[src/rtl/mem_arb_pkg.sv]
// mem_arb_pkg: shared types and defaults for the memory port arbiter
package mem_arb_pkg;
  localparam int DEPTH_DEFAULT = 32;
  typedef enum logic [1:0] {IDLE, ISSUE, RESP} state_e;
  typedef enum logic {REQ_CPU, REQ_DBG} req_id_e;
endpackage

[src/rtl/rr_arb2.sv]
// rr_arb2: two-way round-robin arbiter, ties go to the requester not granted last
module rr_arb2 import mem_arb_pkg::*; (
  input  logic    clk,
  input  logic    reset,
  input  logic    i_cpu,
  input  logic    i_dbg,
  input  logic    i_take,
  output req_id_e o_grant
);
  req_id_e r_last;
  assign o_grant = (i_cpu && i_dbg) ? ((r_last == REQ_DBG) ? REQ_CPU : REQ_DBG)
                                    : (i_dbg ? REQ_DBG : REQ_CPU);
  always_ff @(posedge clk or posedge reset)
    if (reset) r_last <= REQ_DBG;
    else if (i_take) r_last <= o_grant;
endmodule

[src/rtl/mem_port_arbiter.sv]
// mem_port_arbiter: shares one synchronous RAM port between a CPU bus and a debug/loader bus
module mem_port_arbiter import mem_arb_pkg::*; #(
  parameter  int DEPTH = DEPTH_DEFAULT,
  localparam int AW    = $clog2(DEPTH)
) (
  input  logic          clk,
  input  logic          reset,
  input  logic          cpu_valid,
  input  logic          cpu_instr,
  input  logic [31:0]   cpu_addr,
  input  logic [31:0]   cpu_wdata,
  input  logic [3:0]    cpu_wstrb,
  output logic          cpu_ready,
  output logic [31:0]   cpu_rdata,
  input  logic          dbg_valid,
  input  logic [31:0]   dbg_addr,
  input  logic [31:0]   dbg_wdata,
  input  logic [3:0]    dbg_wstrb,
  output logic          dbg_ready,
  output logic [31:0]   dbg_rdata,
  output logic [AW-1:0] ram_addr,
  output logic [31:0]   ram_din,
  output logic [3:0]    ram_we,
  input  logic [31:0]   ram_dout,
  input  logic          err_clr,
  output logic          err,
  output logic          grant_dbg
);
  state_e      r_state, w_next;
  req_id_e     r_id, w_grant;
  logic [31:0] r_addr, r_wdata, w_rdata;
  logic [3:0]  r_wstrb;
  logic        r_err, w_any, w_take, w_oor, w_resp, w_unused;
  assign w_any  = cpu_valid | dbg_valid;
  assign w_take = (r_state == IDLE) && w_any;
  assign w_oor  = |r_addr[31:AW+2];
  assign w_unused = &{1'b0, cpu_instr, r_addr[1:0]};
  rr_arb2 u_arb (
    .clk     (clk),
    .reset   (reset),
    .i_cpu   (cpu_valid),
    .i_dbg   (dbg_valid),
    .i_take  (w_take),
    .o_grant (w_grant)
  );
  always_comb begin
    w_next = (r_state == IDLE) ? (w_any ? ISSUE : IDLE) : (r_state == ISSUE) ? RESP : IDLE;
  end
  always_ff @(posedge clk or posedge reset)
    if (reset) begin
      r_state <= IDLE;
      r_id    <= REQ_CPU;
      r_addr  <= '0;
      r_wdata <= '0;
      r_wstrb <= '0;
      r_err   <= 1'b0;
    end else begin
      r_state <= w_next;
      if (w_take) begin
        r_id    <= w_grant;
        r_addr  <= (w_grant == REQ_DBG) ? dbg_addr  : cpu_addr;
        r_wdata <= (w_grant == REQ_DBG) ? dbg_wdata : cpu_wdata;
        r_wstrb <= (w_grant == REQ_DBG) ? dbg_wstrb : cpu_wstrb;
      end
      // a new error outranks a simultaneous clear
      r_err <= ((r_state == ISSUE) && w_oor) | (r_err & ~err_clr);
    end
  assign ram_addr  = r_addr[AW+1:2];
  assign ram_din   = r_wdata;
  assign ram_we    = ((r_state == ISSUE) && !w_oor) ? r_wstrb : 4'h0;
  assign w_resp    = (r_state == RESP);
  assign w_rdata   = ((r_wstrb == 4'h0) && !w_oor) ? ram_dout : 32'h0;
  assign cpu_ready = w_resp && (r_id == REQ_CPU);
  assign dbg_ready = w_resp && (r_id == REQ_DBG);
  assign cpu_rdata = cpu_ready ? w_rdata : 32'h0;
  assign dbg_rdata = dbg_ready ? w_rdata : 32'h0;
  assign grant_dbg = (r_state != IDLE) && (r_id == REQ_DBG);
  assign err       = r_err;
endmodule

[config.mk]
export PLATFORM = sky130hd
export DESIGN_NAME = mem_port_arbiter
export DESIGN_NICKNAME = d
export VERILOG_FILES = /design/src/rtl/mem_arb_pkg.sv /design/src/rtl/rr_arb2.sv /design/src/rtl/mem_port_arbiter.sv
export SDC_FILE = /design/constraint.sdc
export NUM_CORES = 1
export LEC_CHECK = 0
export CORE_MARGIN = 4
export CORE_UTILIZATION = 35
export DETAILED_ROUTE_END_ITERATION = 8
export GPL_ROUTABILITY_DRIVEN = 0
export PLACE_DENSITY = 0.8
export SYNTH_ARGS = -nofsm -noshare
export SYNTH_HDL_FRONTEND = slang
export SYNTH_HIERARCHICAL = 1
export SYNTH_SLANG_ARGS = --single-unit
[constraint.sdc]
create_clock -name clk -period 3.15 [get_ports clk]
set_input_delay 0.63 -clock clk [delete_from_list [all_inputs] [get_ports clk]]
set_output_delay 0.63 -clock clk [all_outputs]
set_load 0.05 [all_outputs]
==> flow_metrics.py, run 1 <==
metrics = {
    "outcome": {
        "status": "completed",
    },
    "min_path": {
        "holdCritPathClass": "reg2reg",
        "holdPathStages": 1,
    },
    "power": {
        "switchingPower_uw": 2360,
        "swShare_pct": 41.0,
        "power_frac_seq_pct": 29.1,
        "pwr-share-comb_pct": 53.7,
        "power_density_mw_per_mm2": 679,
        "clockPowerShare_pct": 17.2,
        "peakVddDrop_mv": 0.622,
        "leakage_uw": 0.00309,
        "power.internal_uw": 3400,
    },
    "sta": {
        "max_slew_margin_pct": 59.7,
        "hold_viol_final": 0,
        "finalSetupViolCount": 0,
        "skew_ns": 0.00500,
        "tightest_slew_ns": 0.604,
        "rsz0062_at_grt": "no",
        "setup-tns-final_ns": 0,
        "drv_slew": 0,
        "post-route-period-util_pct": 95.5,
        "period_needed_ns": 3.01,
        "max_freq_ghz": 0.332,
    },
    "worst_setup_path": {
        "arrival_ns": 2.38,
        "crit_fanout": 50,
        "startpoint_type": "flop",
        "r2r.worst_path.cells": 4,
        "critPathKind": "reg2out",
        "required_ns": 2.52,
        "cp-end-kind": "primary output",
    },
    "floorplanning": {
        "fp.dieArea_mm2": 0.0150,
        "design.core.area_mm2": 0.0127,
        "die_w_um": 123,
        "io_pins": 283,
        "die-height_um": 123,
        "initial_utilization_pct": 36.2,
        "rows": 41,
    },
    "clock_tree": {
        "htreeDepth": 3,
        "clock-sinks": 71,
        "cts_tree": "done",
        "holdBufCountCts": 0,
        "cts_root_buf": "clkbuf_16",
        "post_cts_buffers": 0,
        "clkTransAtPathRegs_ns": 0.06,
        "cts_resized": 0,
        "clk_latency_ns": 0.33,
        "numCtsBuffers": 9,
        "cts_buffer_depth": 2,
    },
    "yosys": {
        "yosys_most_used_dff": "dfrtp_1",
        "synth_seq_cells": 71,
        "avgSynthCellArea_um2": 11.4,
        "ys_types": 26,
        "synth.cell_area_mm2": 0.00460,
        "synth_fp_nets": 578,
        "syn_inst": 404,
        "synthArstFlopShare_pct": 100,
        "synth_top_area_share_pct": 38.1,
        "yosysMostFrequentCell": "mux2_2",
        "synth_edf_count": 0,
        "yosys.area.top_type": "dfrtp_1",
        "yosys_warnings": 6,
        "netlist_top_cells_count": "mux2_2, dfrtp_1, nand2_1, nor3_2, buf_2",
        "ys_seq_area_share_pct": 38.7,
        "synth.area.top_cells": "dfrtp_1, mux2_2, nor3_2, nand2_1, mux2i_1",
    },
    "layout": {
        "drive_gt1_share_pct": 43.2,
        "fillers": 974,
        "fin_area_mm2": 0.00849,
        "layout.nets": 840,
        "syn2layout_area_growth_pct": 84.6,
        "insertedDiodeCount": 0,
        "final_util_pct": 66.7,
    },
    "detailed_routing": {
        "drtPass1Iterations": 4,
        "drc": 0,
        "wl_per_cell_um": 17.5,
        "viasPerCell": 4.88,
        "vias": 4113,
        "drtIter0Drc": 171,
        "drt_wl_total_um": 14800,
        "drtAntennaViolNets": 0,
    },
    "global_route": {
        "grt_pass1_vias": 4312,
        "groute.usage.overall_pct": 19.1,
        "grt_pass1_wl_um": 22400,
        "grt_max_degree": 62,
        "overflow": 0,
        "antenna_found_initial": 0,
    },
    "placement": {
        "postPlaceCellArea_mm2": 0.00820,
        "port_buffers": 277,
        "dp_hpwl_um": 12000,
    },
    "flow_run": {
        "cap_violations": 0,
    },
}
-- path summary, 6_finish.rpt --
kind                         startpoint       endpoint  slack [ns]
min in group asynchronous         reset   u_arb/r_last        0.65
max in group asynchronous         reset      r_addr[8]        1.77
setup reg to reg           u_arb/r_last     r_addr[21]        1.48
hold / removal               r_addr[10]     r_addr[10]        0.51
setup / recovery             r_addr[30]  dbg_rdata[21]        0.14
hold reg to reg              r_addr[10]     r_addr[10]        0.51
-- flip-flops by register name (all words and copies together), names as in the netlist --
signal and cells:
err 1, r_wstrb 4, r_addr 30, r_id 1, u_arb/r_last 1, r_state 2, ram_din 32
-- cell usage in the layout, fill, tap and decap left out, drive strengths merged --
cell type        n
dfstp            1
nor3            66
bufinv           1
nand2           64
inv              7
clkbuf          12
and3b            1
a21boi           1
nor4            10
buf             82
nand2b           2
mux2           126
clkdlybuf4s50  208
mux2i            8
nor2             2
dfrtp           70
nand4            3
nand3            1
o21a             1
nor3b            1
a2bb2oi          1
clkinv           3
-- cell families after synthesis --
logic type | count (synthesis) | synth area share (%)
simple gates | 150 | 22.4
mux | 134 | 32.7
flops | 71 | 38.7
buf+inv | 46 | 5.66
compound gates | 3 | 0.599
-- layout make-up --
| class | count | area (um2) | area share [%] |
|---|---|---|---|
| clock buffer | 12 | 246 | 2.90 |
| tap | 172 | 215 | 2.53 |
| sequential | 71 | 1780 | 20.9 |
| inverter | 7 | 26.3 | 0.309 |
| timing repair buffer | 290 | 3600 | 42.4 |
| clock inverter | 4 | 45.0 | 0.531 |
| multi-input combinational | 287 | 2580 | 30.4 |
-- power by group through the flow --
stage,combinational [uW],sequential (uW),clock (uW)
3_3_place_gp,3070,1650,0
6_report,3090,1680,992
5_1_grt,3270,1740,1060
4_1_cts,3130,1680,1020
3_5_place_dp,3120,1690,0
2_1_floorplan,1370,2390,0
-- per-layer routing --
metal	wire length, um	part of all wire (%)	up-vias	GRT usage [%]
li1	-	-	1943	-
met1	5520	37	1980	20.7
met2	7780	53	178	35.5
met3	1250	8.5	12	5.90
met4	215	1.5	0	5.60
met5	0	0	-	0
-- worst max-delay path, stage by stage, from the launching register on --
cell	delay (ns)
dfrtp_1	0.37
nor4_1	0.42
nand4_1	0.22
buf_12	0.25
buf_4	0.27
nor3_2	0.30
buf_12	0.18
-- per-stage QoR --
step                      hold WS [ns]  power [uW]  setup slack, ns  instances
after global routing             0.523        6070          0.00288        843
after floorplan                  0.481        3760          -0.0477        404
after CTS                        0.510        5830            0.147        843
after global placement           0.490        4720            0.568        827
final                            0.507        5760            0.142        843
after detailed placement         0.496        4810            0.508        827
No activity file was read; power rests on OpenSTA's default activity.
==> inputs of run 2 (changes only) <==
--- a/config.mk
+++ b/config.mk
@@ -5,7 +5,8 @@
 export SDC_FILE = /design/constraint.sdc
 export NUM_CORES = 1
 export LEC_CHECK = 0
-export CORE_MARGIN = 4
+export CAP_MARGIN = 30
+export CORE_MARGIN = 3
 export CORE_UTILIZATION = 35
 export DETAILED_ROUTE_END_ITERATION = 8
 export GPL_ROUTABILITY_DRIVEN = 0
==> run 2 against run 1 <==
Against the previous run:
- global-route usage is 0.78 points higher
- routed wire length is 1.3% lower
- maximum frequency is 0.50% lower
- highest routed layer unchanged
- power is 3.1% higher
==> flow_metrics.py, run 2 (same netlist as run 1, synthesis figures left out) <==
metrics = {
    "clock_tree": {
        "holdBufCountCts": 0,
        "clock-sinks": 71,
        "numCtsBuffers": 9,
        "clk_latency_ns": 0.33,
        "cts_buffer_depth": 2,
        "cts_tree": "done",
        "cts_root_buf": "clkbuf_16",
        "htreeDepth": 3,
        "clkTransAtPathRegs_ns": 0.06,
    },
    "global_route": {
        "groute.usage.overall_pct": 19.8,
        "grt_pass1_vias": 4509,
        "grt_pass1_wl_um": 22900,
        "grt_max_degree": 70,
        "antenna_found_initial": 0,
        "overflow": 0,
    },
    "flow_run": {
        "cap_violations": 0,
    },
    "sta": {
        "finalSetupViolCount": 0,
        "period_needed_ns": 3.02,
        "rsz0062_at_grt": "no",
        "tightest_slew_ns": 0.589,
        "max_slew_margin_pct": 60.7,
        "max_freq_ghz": 0.331,
        "worst_hold_slack_ns": 0.506,
        "drv_slew": 0,
        "post-route-period-util_pct": 96.0,
        "skew_ns": 0.00308,
        "setup_ws_ns": 0.126,
        "hold_viol_final": 0,
    },
    "floorplanning": {
        "die-height_um": 121,
        "design.core.area_mm2": 0.0127,
        "io_pins": 283,
        "rows": 41,
        "fp.dieArea_mm2": 0.0146,
        "die_w_um": 121,
        "initial_utilization_pct": 36.2,
    },
    "detailed_routing": {
        "wl_per_cell_um": 17.4,
        "drtAntennaViolNets": 0,
        "drtPass1Iterations": 4,
        "drc": 0,
        "drtIter0Drc": 188,
        "vias": 4166,
        "viasPerCell": 4.96,
        "drt_wl_total_um": 14600,
    },
    "min_path": {
        "holdPathStages": 1,
        "holdCritPathClass": "reg2reg",
    },
    "placement": {
        "place_ws_ns": 0.515,
        "port_buffers": 277,
        "place_inst": 824,
        "dp_hpwl_um": 11500,
    },
    "worst_setup_path": {
        "endpoint": "ram_we[2]",
        "critPathKind": "reg2out",
        "r2r.worst_path.cells": 4,
        "r2r_end": "r_addr[22]",
        "startpoint": "r_addr[8]",
        "cp-end-kind": "primary output",
        "required_ns": 2.52,
        "r2r_slack_ns": 1.50,
        "startpoint_type": "flop",
        "r2r_start": "u_arb/r_last",
        "arrival_ns": 2.39,
        "crit_fanout": 69,
    },
    "layout": {
        "drive_gt1_share_pct": 43.6,
        "stdcell_count": 840,
        "final_util_pct": 67.2,
        "layout_commonest_cell": "clkdlybuf4s50_1",
        "seq_area_mm2": 0.00178,
        "layout.nets": 837,
        "insertedDiodeCount": 0,
        "multi_input_area_mm2": 0.00259,
        "most-common-layout-cells": "clkdlybuf4s50_1, mux2_2, buf_12, dfrtp_1, nand2_1",
        "syn2layout_area_growth_pct": 85.9,
        "fillers": 971,
        "largest_register_ffs": 32,
    },
    "outcome": {
        "status": "completed",
    },
    "power": {
        "power_density_mw_per_mm2": 695,
        "peakVddDrop_mv": 0.666,
        "leakage_uw": 0.00310,
        "p_total_uw": 5940,
    },
}
-- run 2: cell count changes in the layout (fill, tap and decap cells not counted), sizes merged --
cell / change
bufinv: +2
clkinv: -1
clkinvlp: +1
clkbuf: -2
buf: -3
-- run 2: how the worst min path moves through the flow --
stage	startpoint	to	slack (ns)
floorplan	r_addr[12]	r_addr[12]	0.48
global placement	ram_din[27]	ram_din[27]	0.49
detailed placement	ram_din[16]	ram_din[16]	0.50
CTS	r_addr[6]	r_addr[6]	0.51
global route	r_addr[6]	r_addr[6]	0.52
finish	ram_din[20]	ram_din[20]	0.51
-- run 2: timing repair --
action,CTS,global route
setup buffers,0,0
resized for setup,0,2
setup endpoints to repair,0,2
-- run 2: cell type report --
class                           instances  area share, %
Tap cell                              172           2.52
Timing Repair Buffer                  287           42.0
Clock inverter                          6           1.26
Inverter                                7          0.307
Clock buffer                           10           2.80
Sequential cell                        71           20.8
Multi-Input combinational cell        287           30.3
-- run 2: stage by stage --
| stage | area [um2] | setup TNS (ns) |
|---|---|---|
| 2_1_floorplan | 4600 | -0.191 |
| 3_3_place_gp | 8190 | 0 |
| 3_5_place_dp | 8190 | 0 |
| 4_1_cts | 8540 | 0 |
| 5_1_grt | 8550 | 0 |
| 6_report | 8550 | 0 |
-- run 2: power breakdown --
group | switching, uW | total [uW] | internal, uW | leakage (uW)
clock | 374 | 1160 | 791 | 0.000168
combinational | 1730 | 3100 | 1370 | 0.00210
sequential | 283 | 1680 | 1390 | 0.000829
-- run 2: critical path: stages (launching register included) --
cell and delay (ns):
dfrtp_1 0.39, nor4_1 0.39, nand4_1 0.20, buf_12 0.27, nor4_1 0.56, buf_12 0.21
-- run 2: routing by layer --
layer  part of all wire, %  GRT usage, %
met3                   8.2          5.00
met5                     0             0
met4                   2.1          7.58
met1                    36          21.3
met2                    54          37.2
==> inputs of run 3 (changes only) <==
--- a/config.mk
+++ b/config.mk
@@ -6,11 +6,14 @@
 export NUM_CORES = 1
 export LEC_CHECK = 0
 export CAP_MARGIN = 30
+export CELL_PAD_IN_SITES_DETAIL_PLACEMENT = 1
+export CELL_PAD_IN_SITES_GLOBAL_PLACEMENT = 1
 export CORE_MARGIN = 3
-export CORE_UTILIZATION = 35
+export CORE_UTILIZATION = 27
+export CTS_CLUSTER_DIAMETER = 30
 export DETAILED_ROUTE_END_ITERATION = 8
 export GPL_ROUTABILITY_DRIVEN = 0
-export PLACE_DENSITY = 0.8
+export PLACE_DENSITY = 0.83
 export SYNTH_ARGS = -nofsm -noshare
 export SYNTH_HDL_FRONTEND = slang
 export SYNTH_HIERARCHICAL = 1
==> run 3 against run 2 <==
Against the previous run:
- global-route usage fell by 2.2 points
- maximum frequency grew 1.7%
- design area grew 0.47%
- core utilization down 16 points
- worst setup slack improved by 0.051 ns
- hold slack worse by 0.0019 ns
- via count about the same
- combinational power about the same
- clock power decreased by 14%
- sequential share of layout area shrank 0.097 points
- critical path depth is the same
- first-iteration DRC count is 53% lower
- largest cell class unchanged
- largest power group unchanged
==> flow_metrics.py, run 3 (same netlist as run 1, synthesis figures left out) <==
metrics = {
    "outcome": {
        "status": "completed",
    },
    "power": {
        "p_total_uw": 5840,
        "leakage_uw": 0.00309,
        "power_density_mw_per_mm2": 679,
        "peakVddDrop_mv": 0.451,
    },
    "sta": {
        "skew_ns": 0.00600,
        "tightest_slew_ns": 0.588,
        "post-route-period-util_pct": 94.4,
        "drv_slew": 0,
        "period_needed_ns": 2.97,
        "max_slew_margin_pct": 60.8,
        "finalSetupViolCount": 0,
        "setup_ws_ns": 0.177,
        "rsz0062_at_grt": "no",
        "hold_viol_final": 0,
        "setup-tns-final_ns": 0,
        "max_freq_ghz": 0.336,
    },
    "detailed_routing": {
        "viasPerCell": 4.69,
        "drc": 0,
        "drtAntennaViolNets": 0,
        "drt_wl_total_um": 16900,
        "vias": 4169,
        "wl_per_cell_um": 19.0,
        "drtPass1Iterations": 4,
        "drtIter0Drc": 89,
    },
    "worst_setup_path": {
        "arrival_ns": 2.34,
        "r2r_end": "ram_din[6]",
        "critPathTopFamily": "simple AND/OR/NAND/NOR gates",
        "r2r.worst_path.cells": 3,
        "crit_top_cell": "buf_12",
        "crit_fanout": 69,
        "required_ns": 2.52,
        "startpoint_type": "flop",
        "r2r_start": "r_state[0]",
        "crit_chain": "nor4_2, nand4_1, buf_12, nor4_1, buf_12",
        "crit_path_max_incr_delay_ns": 0.51,
        "critical_path_buf_inv_count": 2,
        "cp_slowest_cell": "nor4_1",
        "r2r_slack_ns": 1.41,
        "cp-end-kind": "primary output",
        "critPathKind": "reg2out",
    },
    "floorplanning": {
        "die_w_um": 137,
        "design.core.area_mm2": 0.0166,
        "initial_utilization_pct": 27.6,
        "io_pins": 283,
        "fp.dieArea_mm2": 0.0186,
        "rows": 47,
        "die-height_um": 137,
    },
    "global_route": {
        "grt_pass1_wl_um": 25900,
        "grt_pass1_vias": 4639,
        "groute.usage.overall_pct": 17.6,
        "antenna_found_initial": 0,
        "overflow": 0,
        "grt_max_degree": 70,
    },
    "clock_tree": {
        "clk_latency_ns": 0.32,
        "htreeDepth": 3,
        "cts_buffer_depth": 2,
        "post_cts_buffers": 0,
        "clock-sinks": 71,
        "cts_root_buf": "clkbuf_16",
        "clkTransAtPathRegs_ns": 0.06,
        "cts_tree": "done",
        "numCtsBuffers": 9,
    },
    "min_path": {
        "hp-start": "ram_din[30]",
        "holdPathStages": 1,
        "holdCritPathClass": "reg2reg",
        "min_to": "ram_din[30]",
    },
    "layout": {
        "most-common-layout-cells": "clkdlybuf4s50_1, mux2_2, buf_12, dfrtp_1, nand2_1",
        "fillers": 1718,
        "layout.nets": 838,
        "layout_commonest_cell": "clkdlybuf4s50_1",
        "multi_input_area_mm2": 0.00262,
        "largest_register_ffs": 32,
        "syn2layout_area_growth_pct": 86.7,
        "insertedDiodeCount": 0,
        "seq_area_mm2": 0.00178,
        "drive_gt1_share_pct": 43.8,
    },
    "flow_run": {
        "cap_violations": 0,
    },
    "placement": {
        "port_buffers": 277,
        "dp_hpwl_um": 13400,
        "place_ws_ns": 0.416,
    },
}
## run 3: changes by cell type in the layout (fill, tap and decap cells not counted), moves of 2 or more
cell and delta:
bufinv_16 -2, clkbuf_1 +2, nor4_1 -3, nor4_2 +2
## run 3: how the worst max path moves through the flow
stage               startpoint            to  slack [ns]  cells after the start
global route        r_addr[12]     ram_we[0]        0.01                      5
detailed placement  r_wstrb[2]  cpu_rdata[8]        0.42                      5
floorplan           r_addr[12]     ram_we[0]       -0.05                      4
global placement    r_addr[30]     ram_we[1]        0.47                      5
finish              r_addr[30]     ram_we[0]        0.18                      5
CTS                 r_wstrb[2]  cpu_rdata[8]        0.06                      5
## run 3: area by class of cell
class                      count  share of cell area (%)
clock buffer                  12                    2.87
clock inverter                 4                   0.524
inverter                       7                   0.306
multi-input combinational    287                    30.5
sequential                    71                    20.7
tap                          220                    3.21
timing repair buffer         288                    41.9
## run 3: worst reg2reg max path, cell delays in order, from the launching register on
cell and delay [ns]:
dfrtp_1 0.46, nor3_4 0.21, buf_4 0.51, mux2_2 0.45
## run 3: per-stage QoR
stage / util, % / cell area (um2) / hold slack (ns) / std cells
floorplan: - / 4600 / 0.481 / 404
global placement: 49.6 / 8260 / 0.490 / 873
detailed placement: 49.6 / 8260 / 0.497 / 873
CTS: 51.5 / 8570 / 0.508 / 889
global route: 51.6 / 8590 / 0.529 / 889
finish: 51.6 / 8590 / 0.504 / 889
## run 3: what timing repair did
action | 4_1_cts | 5_1_grt
resized for setup | 3 | 3
hold buffers | 0 | 0
setup endpoints to repair | 3 | 3
## run 3: power by group
group          switching (uW)  leakage, uW  internal (uW)  total [uW]
Sequential                312     0.000829           1390        1710
Combinational            1770      0.00211           1360        3130
Clock                     370     0.000146            631        1000
Total                    2450      0.00309           3390        5840
## run 3: metal layers
layer	track usage (%)	wire length (um)	vias up
li1	-	-	1934
met1	19.1	6150	2031
met2	33.0	8930	188
met3	5.70	1610	16
met4	4.14	208	0
met5	0	0	-
